--- config.mk ---
export PLATFORM = sky130hd
export DESIGN_NAME = pipe_ex_flat
export DESIGN_NICKNAME = d
export VERILOG_FILES = /design/src/rtl/pipe_ex_pkg.sv /design/src/rtl/pipe_ex_if.sv /design/src/rtl/pipe_ex_mul.sv /design/src/rtl/pipe_ex.sv /design/src/flat_wrapper.sv
export SDC_FILE = /design/constraint.sdc
export NUM_CORES = 1
export LEC_CHECK = 0
export BUFFER_PORTS_ARGS = -buffer_cell sky130_fd_sc_hd__buf_4
export CORE_UTILIZATION = 30
export DETAILED_ROUTE_END_ITERATION = 8
export PLACE_DENSITY_LB_ADDON = 0.08
export SLEW_MARGIN = 20
export SYNTH_ARGS = -nofsm -noshare
export SYNTH_HDL_FRONTEND = slang
export SYNTH_SLANG_ARGS = --single-unit
--- constraint.sdc ---
create_clock -name clk -period 0.8 [get_ports clk]
set_input_delay 0.16 -clock clk [delete_from_list [all_inputs] [get_ports clk]]
set_output_delay 0.16 -clock clk [all_outputs]
set_load 0.02 [all_outputs]
--- src/rtl/pipe_ex_pkg.sv ---
// Shared definitions for the execute stage: ALU operation codes and multiplier FSM encoding.
// Imported by pipe_ex, pipe_ex_mul and the bench.
package pipe_ex_pkg;

    localparam logic [3:0] ALU_ADD = 4'b0000;
    localparam logic [3:0] ALU_SUB = 4'b0100;
    localparam logic [3:0] ALU_AND = 4'b0001;
    localparam logic [3:0] ALU_OR  = 4'b0101;
    localparam logic [3:0] ALU_XOR = 4'b0010;
    localparam logic [3:0] ALU_LUI = 4'b0110;
    localparam logic [3:0] ALU_SLL = 4'b0011;
    localparam logic [3:0] ALU_SRL = 4'b0111;
    localparam logic [3:0] ALU_SRA = 4'b1111;
    localparam logic [3:0] ALU_MUL = 4'b1000;

    typedef enum logic [0:0] {
        MUL_IDLE = 1'b0,
        MUL_RUN  = 1'b1
    } mul_state_e;

endpackage

--- src/rtl/pipe_ex_if.sv ---
// ID/EX field bundle into the execute stage and EX/MEM register bundle out of it.
// master = decode/memory side, slave = pipe_ex.
interface pipe_ex_if #(parameter int DATA_W = 32);
    logic              EXwreg;
    logic              EXm2reg;
    logic              EXwmem;
    logic [3:0]        EXaluc;
    logic              EXshift;
    logic              EXaluimm;
    logic [4:0]        EXwn;
    logic [DATA_W-1:0] EXqa;
    logic [DATA_W-1:0] EXqb;
    logic [DATA_W-1:0] EXimmeOrSa;
    logic              EXbusy;
    logic              MEMwreg;
    logic              MEMm2reg;
    logic              MEMwmem;
    logic [DATA_W-1:0] MEMalu;
    logic [DATA_W-1:0] MEMdata;
    logic [4:0]        MEMwn;

    modport master (
        output EXwreg, EXm2reg, EXwmem, EXaluc, EXshift, EXaluimm, EXwn,
               EXqa, EXqb, EXimmeOrSa,
        input  EXbusy, MEMwreg, MEMm2reg, MEMwmem, MEMalu, MEMdata, MEMwn
    );

    modport slave (
        input  EXwreg, EXm2reg, EXwmem, EXaluc, EXshift, EXaluimm, EXwn,
               EXqa, EXqb, EXimmeOrSa,
        output EXbusy, MEMwreg, MEMm2reg, MEMwmem, MEMalu, MEMdata, MEMwn
    );
endinterface

--- src/rtl/pipe_ex_mul.sv ---
// Iterative shift-add multiplier for the execute stage: one partial-product step per cycle,
// DATA_W steps after a one-cycle operand load. Drives the stage busy/stall signal.
module pipe_ex_mul
    import pipe_ex_pkg::*;
#(
    parameter int DATA_W = 32
) (
    input  logic              clk,
    input  logic              clrn,
    input  logic              start_i,
    input  logic [DATA_W-1:0] a_i,
    input  logic [DATA_W-1:0] b_i,
    output logic              busy_o,
    output logic [DATA_W-1:0] prod_o
);

    localparam int CNT_W = (DATA_W > 1) ? $clog2(DATA_W) : 1;
    localparam logic [CNT_W-1:0] CNT_LAST = CNT_W'(DATA_W - 1);

    mul_state_e        state_q, state_d;
    logic [CNT_W-1:0]  cnt_q, cnt_d;
    logic [DATA_W-1:0] mcand_q, mcand_d;
    logic [DATA_W-1:0] mplier_q, mplier_d;
    logic [DATA_W-1:0] prod_q, prod_d;
    logic [DATA_W-1:0] step_prod;
    logic              last;

    always_ff @(posedge clk or negedge clrn) begin
        if (!clrn) begin
            state_q  <= MUL_IDLE;
            cnt_q    <= '0;
            mcand_q  <= '0;
            mplier_q <= '0;
            prod_q   <= '0;
        end else begin
            state_q  <= state_d;
            cnt_q    <= cnt_d;
            mcand_q  <= mcand_d;
            mplier_q <= mplier_d;
            prod_q   <= prod_d;
        end
    end

    // Final step's sum is presented combinationally so it lands in EX/MEM on the same edge.
    assign step_prod = prod_q + (mplier_q[0] ? mcand_q : '0);
    assign last      = (state_q == MUL_RUN) && (cnt_q == CNT_LAST);

    always_comb begin
        state_d  = state_q;
        cnt_d    = cnt_q;
        mcand_d  = mcand_q;
        mplier_d = mplier_q;
        prod_d   = prod_q;
        unique case (state_q)
            MUL_IDLE: begin
                if (start_i) begin
                    mcand_d  = a_i;
                    mplier_d = b_i;
                    prod_d   = '0;
                    cnt_d    = '0;
                    state_d  = MUL_RUN;
                end
            end
            MUL_RUN: begin
                prod_d   = step_prod;
                mcand_d  = mcand_q << 1;
                mplier_d = mplier_q >> 1;
                if (last) begin
                    cnt_d   = '0;
                    state_d = MUL_IDLE;
                end else begin
                    cnt_d = cnt_q + 1'b1;
                end
            end
            default: state_d = MUL_IDLE;
        endcase
    end

    // Held low during reset so decode is never stalled by a stale MUL opcode.
    assign busy_o = clrn && start_i && !last;
    assign prod_o = step_prod;

endmodule

--- src/rtl/pipe_ex.sv ---
// Execute stage: operand select, ALU, EX/MEM register. With PIPE_EX_MUL_EN defined an iterative
// multiplier (pipe_ex_mul) handles aluc 1000 and stalls decode via EXbusy; otherwise 1000 is ADD.
module pipe_ex
    import pipe_ex_pkg::*;
#(
    parameter int DATA_W = 32
) (
    input  logic     clk,
    input  logic     clrn,
    pipe_ex_if.slave ex
);

    logic [DATA_W-1:0] opa, opb, alu_res, ex_res;
    logic              busy;

    logic              wreg_q, wreg_d;
    logic              m2reg_q, m2reg_d;
    logic              wmem_q, wmem_d;
    logic [DATA_W-1:0] alu_q, alu_d;
    logic [DATA_W-1:0] data_q, data_d;
    logic [4:0]        wn_q, wn_d;

    assign opa = ex.EXshift  ? ex.EXimmeOrSa : ex.EXqa;
    assign opb = ex.EXaluimm ? ex.EXimmeOrSa : ex.EXqb;

    always_comb begin
        alu_res = opa + opb;
        unique case (ex.EXaluc)
            ALU_SUB: alu_res = opa - opb;
            ALU_AND: alu_res = opa & opb;
            ALU_OR:  alu_res = opa | opb;
            ALU_XOR: alu_res = opa ^ opb;
            ALU_LUI: alu_res = opb << 16;
            ALU_SLL: alu_res = opb << opa[4:0];
            ALU_SRL: alu_res = opb >> opa[4:0];
            ALU_SRA: alu_res = DATA_W'($signed(opb) >>> opa[4:0]);
            default: alu_res = opa + opb;
        endcase
    end

`ifdef PIPE_EX_MUL_EN
    logic              mul_op;
    logic [DATA_W-1:0] mul_prod;

    assign mul_op = (ex.EXaluc == ALU_MUL);

    pipe_ex_mul #(.DATA_W(DATA_W)) u_mul (
        .clk     (clk),
        .clrn    (clrn),
        .start_i (mul_op),
        .a_i     (opa),
        .b_i     (opb),
        .busy_o  (busy),
        .prod_o  (mul_prod)
    );

    assign ex_res = mul_op ? mul_prod : alu_res;
`else
    assign busy   = 1'b0;
    assign ex_res = alu_res;
`endif

    // A stalled cycle pushes an all-zero bubble so nothing downstream writes.
    always_comb begin
        wreg_d  = 1'b0;
        m2reg_d = 1'b0;
        wmem_d  = 1'b0;
        alu_d   = '0;
        data_d  = '0;
        wn_d    = '0;
        if (!busy) begin
            wreg_d  = ex.EXwreg;
            m2reg_d = ex.EXm2reg;
            wmem_d  = ex.EXwmem;
            alu_d   = ex_res;
            data_d  = ex.EXqb;
            wn_d    = ex.EXwn;
        end
    end

    always_ff @(posedge clk or negedge clrn) begin
        if (!clrn) begin
            wreg_q  <= 1'b0;
            m2reg_q <= 1'b0;
            wmem_q  <= 1'b0;
            alu_q   <= '0;
            data_q  <= '0;
            wn_q    <= '0;
        end else begin
            wreg_q  <= wreg_d;
            m2reg_q <= m2reg_d;
            wmem_q  <= wmem_d;
            alu_q   <= alu_d;
            data_q  <= data_d;
            wn_q    <= wn_d;
        end
    end

    assign ex.EXbusy   = busy;
    assign ex.MEMwreg  = wreg_q;
    assign ex.MEMm2reg = m2reg_q;
    assign ex.MEMwmem  = wmem_q;
    assign ex.MEMalu   = alu_q;
    assign ex.MEMdata  = data_q;
    assign ex.MEMwn    = wn_q;

endmodule
--- src/flat_wrapper.sv ---
// flat-port wrapper written by rule: the top's interface ports become plain ports
module pipe_ex_flat import pipe_ex_pkg::*;
#(
    parameter int DATA_W = 32
)
  (clk, clrn, ex_EXwreg, ex_EXm2reg, ex_EXwmem, ex_EXaluc, ex_EXshift, ex_EXaluimm, ex_EXwn, ex_EXqa, ex_EXqb, ex_EXimmeOrSa, ex_EXbusy, ex_MEMwreg, ex_MEMm2reg, ex_MEMwmem, ex_MEMalu, ex_MEMdata, ex_MEMwn);
  pipe_ex_if #(.DATA_W(DATA_W)) ex_i ();
  input  logic clk;
  input  logic clrn;
  input wire logic [$bits(ex_i.EXwreg)-1:0] ex_EXwreg;
  input wire logic [$bits(ex_i.EXm2reg)-1:0] ex_EXm2reg;
  input wire logic [$bits(ex_i.EXwmem)-1:0] ex_EXwmem;
  input wire logic [$bits(ex_i.EXaluc)-1:0] ex_EXaluc;
  input wire logic [$bits(ex_i.EXshift)-1:0] ex_EXshift;
  input wire logic [$bits(ex_i.EXaluimm)-1:0] ex_EXaluimm;
  input wire logic [$bits(ex_i.EXwn)-1:0] ex_EXwn;
  input wire logic [$bits(ex_i.EXqa)-1:0] ex_EXqa;
  input wire logic [$bits(ex_i.EXqb)-1:0] ex_EXqb;
  input wire logic [$bits(ex_i.EXimmeOrSa)-1:0] ex_EXimmeOrSa;
  output wire logic [$bits(ex_i.EXbusy)-1:0] ex_EXbusy;
  output wire logic [$bits(ex_i.MEMwreg)-1:0] ex_MEMwreg;
  output wire logic [$bits(ex_i.MEMm2reg)-1:0] ex_MEMm2reg;
  output wire logic [$bits(ex_i.MEMwmem)-1:0] ex_MEMwmem;
  output wire logic [$bits(ex_i.MEMalu)-1:0] ex_MEMalu;
  output wire logic [$bits(ex_i.MEMdata)-1:0] ex_MEMdata;
  output wire logic [$bits(ex_i.MEMwn)-1:0] ex_MEMwn;
  assign ex_i.EXwreg = ex_EXwreg;
  assign ex_i.EXm2reg = ex_EXm2reg;
  assign ex_i.EXwmem = ex_EXwmem;
  assign ex_i.EXaluc = ex_EXaluc;
  assign ex_i.EXshift = ex_EXshift;
  assign ex_i.EXaluimm = ex_EXaluimm;
  assign ex_i.EXwn = ex_EXwn;
  assign ex_i.EXqa = ex_EXqa;
  assign ex_i.EXqb = ex_EXqb;
  assign ex_i.EXimmeOrSa = ex_EXimmeOrSa;
  assign ex_EXbusy = ex_i.EXbusy;
  assign ex_MEMwreg = ex_i.MEMwreg;
  assign ex_MEMm2reg = ex_i.MEMm2reg;
  assign ex_MEMwmem = ex_i.MEMwmem;
  assign ex_MEMalu = ex_i.MEMalu;
  assign ex_MEMdata = ex_i.MEMdata;
  assign ex_MEMwn = ex_i.MEMwn;
  pipe_ex #(.DATA_W(DATA_W)) u_core (.clk(clk), .clrn(clrn), .ex(ex_i));
endmodule
==> flow_summary_export.csv <==
group,metric,value,unit
route,vias,13100,
synth,synth-seq-area-share,17.2,%
power_and_ir_drop,fin_total_pwr,0.0268,W
setup_path,critPathCaptureType,"flop",
power_and_ir_drop,total_leakage_power,8.98,nW
cts,cts-buffers-inserted,9,
finish,area_growth_syn_to_layout,83.6,%
synth,synth_ff_type,"sky130_fd_sc_hd__dfrtp_1",
global_route,track_usage,31.8,%
placed_design,dpl.hpwl,45000,microns
cts,clock_tree_from_tritoncts,"built",
global_route,antenna_found_initial,0,
sta,setup_ws,-2.65,ns
setup_path,cp_data_arrival_time,3.71,ns
cts,cts.reportedPaths.clkPinSlew,0.07,ns
placed_design,io_buffer_count,183,
die,placementRows,68,
sta,setup_viol,104,
die,floorplan.initialDensity,30.4,%
route,antenna_left,0,
cts,clock_tree.buffer_depth,2,
die,coreArea,34500,sq um
sta,final.min_clock_period,3.45,ns
setup_path,timing.critical_path.from_type,"input port",
sta,achievable-frequency,290,MHz
finish,final_layout_size_suffix_gt1_share,51.7,%
power_and_ir_drop,p_per_area,1390,nW/um^2
route,finalWirelength,57200,microns
sta,final_tns_setup,-86.84,ns
route,detail_route.drc_violations,0,
finish,num-nets-final,2211,
setup_path,crit_path_max_fanout,6,
die,floorplan.die.height,189,microns
die,top_level_ports,185,
setup_path,worst-setup-path-type,"input port to flop",
synth,postSynthAreaPerCell,8.18,sq um
sta,post-route-period-util,431,%
sta,final_report_max_slew_violation_count,0,
synth,ys_seq_elements,72,
setup_path,critical_path_required,1.06,ns
synth,yosys.cell_types.count,92,
finish,antenna_cells,0,
power_and_ir_drop,ir_drop,0.00128,V
synth,synth-edff-count,0,
global_route,grt_max_degree,59,
global_route,gr-total-overflow,0,
synth,postSynth.asyncResetShare,100,%
route,detailedRoute.firstPassIterationCount,5,
die,die-area,35700,sq um
sta,finalHoldViolations,0,
status,run_status,"finished, violations left",
cts,htreeDepth,3,
synth,warnings_from_yosys,0,
synth,synth_nets,1491,
finish,finish.utilization,55.9,%
synth,synth_cells,1282,
status,violated_checks,"setup timing",
route,vias_per_cell,5.34,
cts,cts.root.buffer_cell,"sky130_fd_sc_hd__clkbuf_16",
global_route,grt_pass1_wl,84000,microns
route,drt-wirelength-per-cell,23.2,microns
placed_design,globalplace.congestion,0.957,
route,drt_iter0_drc,893,
sta,rsz0062_at_grt,"true",
sta,slew_headroom,62.6,%
cts,clock_sink_count,72,
die,die_w,189,microns
hold_path,min-delay-path-class,"input port to flop",
sta,worst_pin_slew,0.560,ns
run,timing.max_cap.violations,0,
synth,synth_area,10500,sq um
global_route,first_global_vias,13400,
-- synth_stat cells (7+ instances only) --
master	n	area [sq um]
sky130_fd_sc_hd__nor2_1	95	357
sky130_fd_sc_hd__buf_4	7	52.6
sky130_fd_sc_hd__a211oi_1	18	135
sky130_fd_sc_hd__o2111ai_1	8	70.1
sky130_fd_sc_hd__a21oi_1	78	390
sky130_fd_sc_hd__nand2_1	123	462
sky130_fd_sc_hd__clkbuf_1	44	165
sky130_fd_sc_hd__nor2b_1	7	43.8
sky130_fd_sc_hd__o21a_1	7	52.6
sky130_fd_sc_hd__inv_2	16	60.1
sky130_fd_sc_hd__o22ai_1	10	62.6
sky130_fd_sc_hd__xor2_1	7	61.3
sky130_fd_sc_hd__mux2i_4	12	270
sky130_fd_sc_hd__inv_1	55	206
sky130_fd_sc_hd__mux2i_2	17	234
sky130_fd_sc_hd__o211ai_1	24	180
sky130_fd_sc_hd__nor3_1	20	100
sky130_fd_sc_hd__ha_1	96	1200
sky130_fd_sc_hd__a31oi_1	14	87.6
sky130_fd_sc_hd__a221oi_1	21	184
sky130_fd_sc_hd__xnor2_1	43	377
sky130_fd_sc_hd__o21ai_1	11	55.1
sky130_fd_sc_hd__dfrtp_1	72	1800
sky130_fd_sc_hd__mux2i_1	149	1490
sky130_fd_sc_hd__a21o_1	17	128
sky130_fd_sc_hd__a22oi_1	22	165
sky130_fd_sc_hd__mux2_2	16	180
sky130_fd_sc_hd__and3_1	11	68.8
sky130_fd_sc_hd__buf_2	18	90.1
sky130_fd_sc_hd__nand3_1	28	140
sky130_fd_sc_hd__o21ai_0	84	420
-- final timing paths --
path                              from                   end  cells after the start
worst max-delay path       ex_EXaluimm  u_core.ex.MEMalu[29]                     19
worst min-delay path        ex_EXqb[5]  u_core.ex.MEMdata[5]                      2
max in group asynchronous         clrn  u_core.ex.MEMalu[25]                      3
min in group asynchronous         clrn  u_core.ex.MEMdata[9]                      3
-- per-layer routing --
| layer | routed length [microns] | global-route usage, % | vias to the layer above |
|---|---|---|---|
| met3 | 3120 | 4.32 | 104 |
| met2 | 27500 | 53.8 | 487 |
| met1 | 23700 | 38.6 | 6348 |
| met4 | 2910 | 17.8 | 0 |
| met5 | 0 | 0 | - |
| li1 | - | - | 6210 |
-- state kept, by name, summed over array words and instances, names as in the netlist --
name and count:
u_core.ex.MEMdata 32, u_core.ex.MEMwreg 1, u_core.ex.MEMm2reg 1, u_core.ex.MEMalu 32
u_core.ex.MEMwn 5, u_core.ex.MEMwmem 1
-- power by group --
| group | total (W) | internal (W) | switching, W |
|---|---|---|---|
| Combinational | 0.0178 | 0.00897 | 0.00886 |
| Clock | 0.00442 | 0.00243 | 0.00198 |
| Sequential | 0.00456 | 0.00417 | 0.000388 |
-- through the flow --
stage | worst slack, ns | hold slack (ns) | instance area (sq um) | instances
global placement | -3.41 | 0.157 | 16200 | 2343
CTS | -2.57 | 0.0226 | 18700 | 2442
detailed placement | -3.42 | 0.150 | 16200 | 2343
global route | -2.79 | 0.0336 | 19200 | 2462
floorplan | -2.93 | -0.136 | 10800 | 1282
finish | -2.65 | 0.0414 | 19200 | 2462
-- critical path: stages --
cell and delay (ns):
sky130_fd_sc_hd__buf_16 0.12, sky130_fd_sc_hd__mux2i_4 0.27, sky130_fd_sc_hd__ha_4 0.17, sky130_fd_sc_hd__nand2_2 0.05
sky130_fd_sc_hd__or4_4 0.46, sky130_fd_sc_hd__nor2_4 0.18, sky130_fd_sc_hd__buf_6 0.15, sky130_fd_sc_hd__a21oi_4 0.06
sky130_fd_sc_hd__xnor2_2 0.23, sky130_fd_sc_hd__ha_4 0.26, sky130_fd_sc_hd__a21o_1 0.18, sky130_fd_sc_hd__a21o_1 0.18
sky130_fd_sc_hd__a21oi_2 0.18, sky130_fd_sc_hd__a21o_1 0.18, sky130_fd_sc_hd__o41ai_4 0.10, sky130_fd_sc_hd__buf_4 0.16
sky130_fd_sc_hd__a211oi_4 0.24, sky130_fd_sc_hd__mux2i_1 0.23, sky130_fd_sc_hd__nand3_1 0.10
-- logic make-up after synthesis --
family	after synthesis	synth area share, %
compound gates	382	24.4
simple gates	330	14.6
mux	196	21.2
buf+inv	153	6.58
fa+ha+maj	97	11.6
flops	72	17.2
xor+xnor	51	4.33
other cells	1	0.0358
-- cell type report --
type,count,area [sq um]
Fill cell,3215,15200
Multi-Input combinational cell,1057,9420
Timing Repair Buffer,789,6860
Sequential cell,72,1810
Tap cell,455,569
Inverter,73,295
Clock buffer,10,229
Clock inverter,6,68.8
-- repair_timing --
| item | in CTS | in global routing |
|---|---|---|
| hold buffers | 37 | 0 |
| gates resized for setup | 316 | 86 |
| gates cloned | 1 | 2 |
| pin swaps | 91 | 42 |
| setup endpoints to repair | 104 | 104 |
| buffers inserted | 54 | 27 |
| endpoints found under the hold margin | 108 | 0 |
-- layout by cell type (no fill, tap or decap), types with 9 or more instances in the layout --
cell type                       count
sky130_fd_sc_hd__nand2_1          116
sky130_fd_sc_hd__a22oi_1           20
sky130_fd_sc_hd__a21oi_1           54
sky130_fd_sc_hd__buf_6            112
sky130_fd_sc_hd__mux2_2            14
sky130_fd_sc_hd__ha_1              90
sky130_fd_sc_hd__a221oi_1          17
sky130_fd_sc_hd__o21ai_0           58
sky130_fd_sc_hd__dfrtp_1           69
sky130_fd_sc_hd__a21oi_2           18
sky130_fd_sc_hd__o21ai_2           19
sky130_fd_sc_hd__inv_1             52
sky130_fd_sc_hd__mux2i_1          109
sky130_fd_sc_hd__nor3_1            17
sky130_fd_sc_hd__nand3_1           26
sky130_fd_sc_hd__clkbuf_16         11
sky130_fd_sc_hd__xnor2_1           35
sky130_fd_sc_hd__nor2_1            85
sky130_fd_sc_hd__mux2i_4           38
sky130_fd_sc_hd__o21ai_1           17
sky130_fd_sc_hd__a31oi_1            9
sky130_fd_sc_hd__dlygate4sd3_1     37
sky130_fd_sc_hd__mux2i_2           31
sky130_fd_sc_hd__a211oi_1          12
sky130_fd_sc_hd__buf_4            606
sky130_fd_sc_hd__and3_1             9
sky130_fd_sc_hd__inv_2             16
sky130_fd_sc_hd__o211ai_1          24
sky130_fd_sc_hd__buf_12            23
sky130_fd_sc_hd__a21o_1            17
Note: power is estimated with default switching activity, not from simulation.
